===== config.mk =====
export PLATFORM = sky130hd
export DESIGN_NAME = elevator_car_ctrl
export DESIGN_NICKNAME = d
export VERILOG_FILES = /design/src/rtl/elevator_car_ctrl.sv
export SDC_FILE = /design/constraint.sdc
export NUM_CORES = 1
export LEC_CHECK = 0
export ABC_CLOCK_PERIOD_IN_PS = 5570
export CORE_ASPECT_RATIO = 1.75
export CORE_MARGIN = 10
export CORE_UTILIZATION = 53
export CTS_BUF_LIST = sky130_fd_sc_hd__clkbuf_2 sky130_fd_sc_hd__clkbuf_4 sky130_fd_sc_hd__clkbuf_8
export CTS_CLUSTER_DIAMETER = 100
export CTS_CLUSTER_SIZE = 20
export DETAILED_ROUTE_END_ITERATION = 12
export PLACE_DENSITY = 0.76
export RECOVER_POWER = 50
export SLEW_MARGIN = 30
export SYNTH_ARGS = -nofsm -noshare
export SYNTH_HDL_FRONTEND = slang
export SYNTH_SLANG_ARGS = --single-unit

===== constraint.sdc =====
create_clock -name clk -period 5.57 [get_ports clk]
set_input_delay 1.3925 -clock clk [delete_from_list [all_inputs] [get_ports clk]]
set_output_delay 1.3925 -clock clk [all_outputs]
set_load 0.05 [all_outputs]

===== src/rtl/elevator_car_ctrl.sv =====
// Car motion/door controller: steps one floor per TRAVEL_CYCLES toward the latched target, then cycles the door.
// Registered outputs, one cycle after the deciding edge; no backpressure, nextfloor is sampled every cycle.
module elevator_car_ctrl #(
  parameter int FLOOR_W           = 16,
  parameter int MIN_FLOOR         = 0,
  parameter int MAX_FLOOR         = 15,
  parameter int TRAVEL_CYCLES     = 4,
  parameter int DOOR_OPEN_CYCLES  = 8,
  parameter int DOOR_CLOSE_CYCLES = 2
) (
  input  logic               clk,
  input  logic               rst_n,
  input  logic [FLOOR_W-1:0] nextfloor,
  input  logic               hold,
  output logic [FLOOR_W-1:0] current_floor,
  output logic               moving_up,
  output logic               moving_down,
  output logic               door_open,
  output logic               door_closing,
  output logic               arrived,
  output logic               fault,
  output logic [15:0]        floor_step_count
);

  typedef enum logic [1:0] {
    S_IDLE,
    S_MOVING,
    S_DOOR_OPEN,
    S_DOOR_CLOSE
  } state_t;

  localparam int TMR_W = 16;
  localparam logic [FLOOR_W-1:0] MIN_F       = FLOOR_W'(MIN_FLOOR);
  localparam logic [FLOOR_W-1:0] SPAN_F      = FLOOR_W'(MAX_FLOOR - MIN_FLOOR);
  localparam logic [TMR_W-1:0]   TRAVEL_LAST = TMR_W'(TRAVEL_CYCLES - 1);
  localparam logic [TMR_W-1:0]   OPEN_LAST   = TMR_W'(DOOR_OPEN_CYCLES - 1);
  localparam logic [TMR_W-1:0]   CLOSE_LAST  = TMR_W'(DOOR_CLOSE_CYCLES - 1);

  state_t             state_q;
  logic [FLOOR_W-1:0] floor_q;
  logic [FLOOR_W-1:0] target_q;
  logic [TMR_W-1:0]   timer_q;
  logic               up_q;
  logic               dn_q;
  logic               open_q;
  logic               closing_q;
  logic               arrived_q;
  logic               fault_q;
  logic [15:0]        steps_q;

  logic               nf_in_range;
  logic               nf_ahead;
  logic [FLOOR_W-1:0] step_floor_d;
  logic [FLOOR_W-1:0] step_target_d;

  // Offset-and-span range test: values below MIN wrap to large numbers and fail the compare.
  assign nf_in_range   = (nextfloor - MIN_F) <= SPAN_F;
  assign step_floor_d  = up_q ? (floor_q + 1'b1) : (floor_q - 1'b1);
  assign nf_ahead      = up_q ? (nextfloor >= step_floor_d) : (nextfloor <= step_floor_d);
  assign step_target_d = (nf_in_range && nf_ahead) ? nextfloor : target_q;

  always_ff @(posedge clk) begin
    if (!rst_n) begin
      state_q   <= S_IDLE;
      floor_q   <= MIN_F;
      target_q  <= '0;
      timer_q   <= '0;
      up_q      <= 1'b0;
      dn_q      <= 1'b0;
      open_q    <= 1'b0;
      closing_q <= 1'b0;
      arrived_q <= 1'b0;
      fault_q   <= 1'b0;
      steps_q   <= '0;
    end else begin
      arrived_q <= 1'b0;
      case (state_q)
        S_IDLE: begin
          if (!nf_in_range) begin
            fault_q <= 1'b1;
          end else begin
            fault_q <= 1'b0;
            if (nextfloor != floor_q) begin
              target_q <= nextfloor;
              up_q     <= nextfloor > floor_q;
              dn_q     <= nextfloor < floor_q;
              timer_q  <= '0;
              state_q  <= S_MOVING;
            end
          end
        end
        S_MOVING: begin
          if (timer_q == TRAVEL_LAST) begin
            timer_q  <= '0;
            floor_q  <= step_floor_d;
            steps_q  <= steps_q + 16'd1;
            target_q <= step_target_d;
            if (step_target_d == step_floor_d) begin
              arrived_q <= 1'b1;
              up_q      <= 1'b0;
              dn_q      <= 1'b0;
              open_q    <= 1'b1;
              state_q   <= S_DOOR_OPEN;
            end
          end else begin
            timer_q <= timer_q + 1'b1;
          end
        end
        S_DOOR_OPEN: begin
          if (hold) begin
            timer_q <= '0;
          end else if (timer_q == OPEN_LAST) begin
            timer_q   <= '0;
            open_q    <= 1'b0;
            closing_q <= 1'b1;
            state_q   <= S_DOOR_CLOSE;
          end else begin
            timer_q <= timer_q + 1'b1;
          end
        end
        S_DOOR_CLOSE: begin
          // A hold press while closing reopens the door with a fresh open period.
          if (hold) begin
            timer_q   <= '0;
            closing_q <= 1'b0;
            open_q    <= 1'b1;
            state_q   <= S_DOOR_OPEN;
          end else if (timer_q == CLOSE_LAST) begin
            timer_q   <= '0;
            closing_q <= 1'b0;
            state_q   <= S_IDLE;
          end else begin
            timer_q <= timer_q + 1'b1;
          end
        end
        default: state_q <= S_IDLE;
      endcase
    end
  end

  assign current_floor    = floor_q;
  assign moving_up        = up_q;
  assign moving_down      = dn_q;
  assign door_open        = open_q;
  assign door_closing     = closing_q;
  assign arrived          = arrived_q;
  assign fault            = fault_q;
  assign floor_step_count = steps_q;

  a_dir_exclusive: assert property (@(posedge clk) disable iff (!rst_n) !(up_q && dn_q));
  a_floor_range:   assert property (@(posedge clk) disable iff (!rst_n) (floor_q - MIN_F) <= SPAN_F);
  a_door_exclusive: assert property (@(posedge clk) disable iff (!rst_n) !(open_q && closing_q));

endmodule

==> results of run 1 <==
## worst max-delay path by stage
stage	start	end	slack, ns	cells past startpoint
after floorplan	moving_up	moving_down	0.26	21
after CTS	moving_up	moving_down	0.08	21
after global placement	moving_up	moving_down	0.28	21
final	moving_up	state_q[0]	0.33	19
after detailed placement	moving_up	moving_down	0.10	21
after global routing	moving_up	moving_down	-0.004	22
## cell usage in the layout (no fill, tap or decap), types with 13 or more instances in the layout
master,instances
sky130_fd_sc_hd__a21oi_1,59
sky130_fd_sc_hd__and3_1,28
sky130_fd_sc_hd__clkdlybuf4s50_1,26
sky130_fd_sc_hd__dfxtp_1,71
sky130_fd_sc_hd__dlygate4sd3_1,30
sky130_fd_sc_hd__ha_1,45
sky130_fd_sc_hd__inv_1,41
sky130_fd_sc_hd__nand2_1,53
sky130_fd_sc_hd__nand3_1,15
sky130_fd_sc_hd__nor2_1,73
sky130_fd_sc_hd__o21ai_0,29
sky130_fd_sc_hd__xnor2_1,13
sky130_fd_sc_hd__xor2_1,17
## cells by family (layout without fill, tap and decap cells)
group | after synthesis | in the layout | share of synthesized area [%]
buffers and inverters | 65 | 127 | 4.910
AO/OA/AOI/OAI | 167 | 167 | 22.01
AND/OR/NAND/NOR | 241 | 241 | 24.38
flip-flops | 72 | 72 | 28.71
multiplexers | 7 | 7 | 1.446
adder cells (fa/ha/maj) | 48 | 48 | 12.11
XOR/XNOR | 36 | 36 | 6.431
## cells in the mapped netlist, drive strengths merged (7+ instances only)
master and count:
a211oi 7, a21o 8, a21oi 62, and3 28
clkbuf 20, dfxtp 72, ha 47, inv 42
nand2 53, nand3 16, nand4 11, nor2 74
nor3 7, nor4 10, o21a 10, o21ai 35
or3 8, or3b 12, xnor2 18, xor2 18
## layer usage
layer	share of wire, %	up-vias	wire [µm]
li1	-	2407	-
met1	36	2307	5493
met2	54	120	8090
met3	4.2	58	639
met4	5.5	0	829
met5	0	-	0
## layout make-up
| class | instances | share of cell area [%] |
|---|---|---|
| multi-input cells | 499 | 56.51 |
| clock inverters | 7 | 1.674 |
| inverters | 42 | 2.666 |
| repair buffers | 69 | 10.75 |
| well taps | 122 | 2.522 |
| flip-flops and latches | 72 | 23.83 |
| clock buffers | 9 | 2.046 |
## registers in the layout (all words and copies together) (netlist names)
| register | cells |
|---|---|
| current_floor | 16 |
| arrived | 1 |
| fault | 1 |
| door_open | 1 |
| moving_up | 1 |
| timer_q | 16 |
| moving_down | 1 |
| floor_step_count | 16 |
| state_q | 2 |
| target_q | 16 |
| door_closing | 1 |
## where the power goes
group / internal (mW) / switching [mW]
combinational: 0.0377 / 0.0571
sequential: 0.518 / 0.00404
clock: 0.257 / 0.220
total: 0.812 / 0.281
## metrics by stage
stage / setup slack (ns) / power [mW] / utilization (%) / std cells / area, µm²
6_report: 0.3330 / 1.093 / 64.74 / 820 / 6053
5_1_grt: -0.004035 / 1.133 / 64.74 / 820 / 6053
4_1_cts: 0.08242 / 1.103 / 63.63 / 817 / 5949
3_5_place_dp: 0.1049 / 0.6278 / 61.22 / 801 / 5724
3_3_place_gp: 0.2781 / 0.6253 / 61.17 / 801 / 5719
2_1_floorplan: 0.2648 / 0.5895 / - / 636 / 5020
## what timing repair did
| item | in CTS | in global routing |
|---|---|---|
| endpoints found under the setup margin | 0 | 22 |
| setup buffers | 0 | 3 |
| gates resized for setup | 0 | 18 |
## worst max-delay path, delay by kind of cell, from the launching register on
family,cells,cell delay (ns)
adders and majority gates,2,0.73
DFF,1,0.38
xor gates and xnor gates,1,0.22
and+or+nand+nor,3,0.55
buffers and inverters,3,0.55
AOI/OAI and AO/OA,10,2.60
==> impl_metrics.csv, run 1 <==
group,metric,value,unit
run_status,outcome,"finished with violations",
run_status,violations_in_the_final_reports,"max-capacitance violations, max-slew violations",
grt,first_global_vias,4852,
placement,dp_hpwl,11670,µm
setup_path,r2r_slack,0.33,ns
clock_network,tritoncts,"yes",
setup_path,worstPathMaxFanout,7,
grt,overflow,0,
power,power.leakage,2.553,nW
route,antenna_violating_nets_post_route,0,
synthesis,number_of_enable_flip_flop_cells_after_synthesis,0,
grt,grt_antenna_before_repair,0,
clock_network,cts.hold.buffers_added,0,
finish,area_occupied_by_multi_input_gates,3421,µm²
synthesis,synthesis.yosys.warnings,0,
grt,groute.layer.met2.usage,40.63,%
worst_hold_path,worst_hold_path.num_cells,2,
synthesis,synth_cell_type_count,66,
clock_network,cts_buffers,9,
worst_hold_path,hold_critical_path_endpoint,"fault",
synthesis,postSynth.asyncResetShare,0,%
setup_path,class_of_the_most_critical_setup_path,"reg2reg",
timing,smallest_hold_slack,0.4990,ns
synthesis,syn-num-nets,703,
route,via_per_inst,5.966,
synthesis,synth_top_area_share,28.71,%
timing,final-setup-viol-count,0,
route,vias,4892,
grt,grt_use_total,21.67,%
synthesis,netlist_top_cells_area,"sky130_fd_sc_hd__dfxtp_1 29%, sky130_fd_sc_hd__ha_1 12%, sky130_fd_sc_hd__a21oi_1 6.1%",
power,cellPowerDensity,180.6,nW/µm²
synthesis,syn_area_per_cell,7.893,µm²
route,routed_wire_length_per_instance,18.36,µm
setup_path,worstPathArrival,5.39,ns
timing,worst_slew_pin_slew,1.692,ns
setup_path,rr_startpoint,"moving_up",
setup_path,regToRegEndpoint,"state_q[0]",
timing,maxSlewHeadroom,-12.78,%
synthesis,postSynthRegisterBits,72,
finish,antenna_cells,0,
clock_network,clkSinkCount,72,
timing,fmax,190.9,MHz
grt,grt.met3_usage,4.486,%
route,drt_wl_total,15050,µm
worst_hold_path,hold_sp,"fault",
synthesis,synth_largest_area_cell,"sky130_fd_sc_hd__dfxtp_1",
placement,place_congestion,0.9534,
clock_network,clock_latency,0.36,ns
floorplanning,design.die.area,13920,µm²
floorplanning,initial_util,53.69,%
route,drcViolationCount,0,
setup_path,startpoint_type,"flip-flop",
floorplanning,die_y,148.7,µm
power,vdd_ir_drop_max,282.6,µV
synthesis,mappedNetlistArea,5020,µm²
timing,final_hold_viol_count,0,
floorplanning,floorplan_core_area,9350,µm²
synthesis,synth-main-ff-cell,"sky130_fd_sc_hd__dfxtp_1",
setup_path,critical_path.cell_chain,"clkinvlp_4 -> buf_4 -> fa_1 -> a21o_1 -> a221o_1 -> a221oi_4 -> xnor2_2 -> inv_1 -> ha_1 -> nand3_1 -> nor2_1 -> a21boi_0 -> o211ai_1 -> a32o_2 -> o21a_4 -> a2111oi_4 -> a21oi_2 -> nor4b_1 -> a221oi_1",
clock_network,htree_num_levels,3,
floorplanning,io_pins,57,
finish,filler_cell_count,837,
grt,grt_max_degree,35,
grt,global_route.peak_usage_layer,"met2",
finish,area.sequential,1443,µm²
route,drtIter0Drc,264,
setup_path,reg2reg_depth,19,
placement,placement.io_buffers,56,
floorplanning,floorplan.rows,47,
timing,totalNegativeSetupSlack,0,ns
grt,wire_length_of_the_first_global_routing_pass,24210,µm
finish,final_layout_size_suffix_gt1_share,10.46,%
synthesis,netlist_instances,636,
setup_path,crit_required,5.72,ns
timing,final_min_period_over_clock_period,94.02,%
timing,slew_viol_final,35,
clock_network,clock-root-buffer,"sky130_fd_sc_hd__clkbuf_8",
timing,skew_final,0.01356,ns
floorplanning,floorplan.die.width,93.57,µm
clock_network,ctsLongestPathBuffers,2,
finish,finalNetCount,760,
setup_path,critical_path.endpoint_type,"flip-flop",
worst_hold_path,hold_path.class,"reg2reg",
flow_run,number_of_maximum_capacitance_constraint_violations,1,
synthesis,seq_total_area_yosys,28.71,%
clock_network,path_clk_slew,0.09,ns
route,drt_first_pass_iters,5,
timing,finalWorstPathRequiredPeriod,5.237,ns
setup_path,critPathMaxStageDelay,0.43,ns
grt,met1_usage_in_global_routing,21.15,%
setup_path,critical_path.slowest_cell,"sky130_fd_sc_hd__a221oi_4",
finish,syn_to_final_growth,20.59,%
Power figures use the tool's default switching activity.
==> run 2: changes to the inputs <==
--- a/config.mk
+++ b/config.mk
@@ -15,7 +15,8 @@
 export DETAILED_ROUTE_END_ITERATION = 12
 export PLACE_DENSITY = 0.76
 export RECOVER_POWER = 50
-export SLEW_MARGIN = 30
+export SETUP_SLACK_MARGIN = 0.15
+export SLEW_MARGIN = 5
 export SYNTH_ARGS = -nofsm -noshare
 export SYNTH_HDL_FRONTEND = slang
 export SYNTH_SLANG_ARGS = --single-unit
==> impl_metrics.csv, run 2 (same netlist as run 1, synthesis figures left out) <==
group,metric,value,unit
timing,final_hold_viol_count,0,
timing,rsz0062_at_grt,"false",
floorplanning,floorplan.rows,47,
timing,final-setup-viol-count,0,
setup_path,startpoint_type,"flip-flop",
power,power.leakage,2.599,nW
route,via_per_inst,6.021,
clock_network,tritoncts,"yes",
timing,finalWorstPathRequiredPeriod,5.256,ns
finish,filler_cell_count,825,
route,antenna_violating_nets_post_route,0,
timing,fmax,190.3,MHz
floorplanning,floorplan_core_area,9350,µm²
floorplanning,floorplan.die.width,93.57,µm
floorplanning,initial_util,53.69,%
run_status,outcome,"finished with violations",
timing,final_min_period_over_clock_period,94.35,%
route,drt_wl_total,15210,µm
timing,skew_final,0.01485,ns
floorplanning,die_y,148.7,µm
floorplanning,io_pins,57,
power,vdd_ir_drop_max,296.6,µV
clock_network,clock_latency,0.37,ns
setup_path,worstPathArrival,5.49,ns
setup_path,crit_path_frequent_cell,"sky130_fd_sc_hd__a21o_1",
placement,dp_hpwl,11670,µm
route,drt_first_pass_iters,5,
setup_path,critical_path.slowest_cell,"sky130_fd_sc_hd__a221oi_4",
placement,placement.io_buffers,56,
finish,final_layout_size_suffix_gt1_share,11.76,%
grt,grt_use_total,21.83,%
clock_network,ctsLongestPathBuffers,2,
finish,postLayoutCellArea,6166,µm²
setup_path,critical_path.cell_chain,"clkinvlp_4 -> buf_4 -> fa_1 -> a21o_1 -> a221o_1 -> a221oi_4 -> xnor2_2 -> inv_1 -> ha_1 -> a21o_1 -> a21oi_1 -> o21ai_0 -> a31oi_1 -> a32o_2 -> o2111ai_1 -> a22oi_1 -> nand4_1 -> nor4_4 -> o211ai_1",
setup_path,critical_path.endpoint_type,"flip-flop",
route,route.layer.met1.wl,5452,µm
timing,maxSlewHeadroom,-12.49,%
route,drtIter0Drc,250,
setup_path,critPathMaxStageDelay,0.45,ns
floorplanning,design.die.area,13920,µm²
timing,slew_viol_final,35,
timing,worst_slew_pin_slew,1.687,ns
flow_run,number_of_maximum_capacitance_constraint_violations,1,
clock_network,htree_num_levels,3,
clock_network,cts.hold.buffers_added,0,
route,vias,4985,
finish,mostFrequentLayoutCell,"sky130_fd_sc_hd__nor2_1",
setup_path,timing.critical_path.max_delay_family,"compound AO/OA/AOI/OAI gates",
setup_path,critPathBufInv,3,
finish,mostFrequentLayoutCells,"72 x sky130_fd_sc_hd__nor2_1, 71 x sky130_fd_sc_hd__dfxtp_1, 59 x sky130_fd_sc_hd__a21oi_1, 53 x sky130_fd_sc_hd__nand2_1, 44 x sky130_fd_sc_hd__ha_1",
grt,wire_length_of_the_first_global_routing_pass,24280,µm
clock_network,cts_buffers,9,
grt,overflow,0,
setup_path,worstPathMaxFanout,6,
route,routed_wire_length_per_instance,18.37,µm
grt,grt_antenna_before_repair,0,
power,cellPowerDensity,178.2,nW/µm²
route,met3WireLength,668,µm
run_status,violations_in_the_final_reports,"max-capacitance violations, max-slew violations",
route,topRoutingLayerUsed,"met4",
clock_network,path_clk_slew,0.08,ns
finish,syn_to_final_growth,22.83,%
finish,finalNetCount,768,
route,drcViolationCount,0,
grt,grt_max_degree,35,
timing,smallest_hold_slack,0.4946,ns
placement,place_congestion,0.9534,
route,met2WireLength,8067,µm
setup_path,crit_required,5.81,ns
timing,totalNegativeSetupSlack,0,ns
finish,postLayoutCoreUtil,65.94,%
grt,first_global_vias,4930,
clock_network,clock-root-buffer,"sky130_fd_sc_hd__clkbuf_8",
setup_path,class_of_the_most_critical_setup_path,"reg2reg",
clock_network,clkSinkCount,72,
finish,antenna_cells,0,
worst_hold_path,hold_path.class,"reg2reg",
power,total_power,1.099,mW
placement,placed_cell_area,5719,µm²
[run 2: path summary, 6_finish.rpt]
kind                 endpoint   startpoint  slack [ns]  cells after the start
setup reg to reg  moving_down    moving_up        0.31                     19
hold / removal    target_q[7]  target_q[7]        0.49                      1
setup / recovery  moving_down    moving_up        0.31                     19
hold reg to reg   target_q[7]  target_q[7]        0.49                      1
[run 2: power breakdown]
| part | switching, mW | leakage, nW | internal, mW |
|---|---|---|---|
| clock network | 0.224 | 0.108 | 0.257 |
| logic | 0.0573 | 1.91 | 0.0379 |
| registers | 0.00402 | 0.581 | 0.518 |
[run 2: repair_timing]
item                       in CTS  in global routing
resized for setup               1                 26
setup endpoints to repair       4                 22
pin swaps                       1                 13
buffers inserted                0                 11
gates cloned                    0                  0
[run 2: stage by stage]
stage / std cells / setup WS [ns]
floorplan: 636 / 0.2648
global placement: 801 / 0.2781
CTS: 817 / 0.1565
detailed placement: 801 / 0.1084
finish: 828 / 0.3144
global route: 828 / 0.09904
[run 2: metal layers]
| metal | track usage [%] | vias up |
|---|---|---|
| li1 | - | 2441 |
| met1 | 20.24 | 2338 |
| met2 | 40.91 | 144 |
| met3 | 4.133 | 62 |
| met4 | 15.42 | 0 |
| met5 | 0 | - |
[run 2: area by class of cell]
| class | instances | area [µm²] | share of cell area [%] |
|---|---|---|---|
| flip-flops and latches | 72 | 1443 | 23.40 |
| clock inverters | 7 | 103.9 | 1.684 |
| well taps | 122 | 152.6 | 2.476 |
| clock buffers | 9 | 123.9 | 2.009 |
| repair buffers | 77 | 710.7 | 11.53 |
| multi-input cells | 499 | 3471 | 56.29 |
| inverters | 42 | 161.4 | 2.618 |
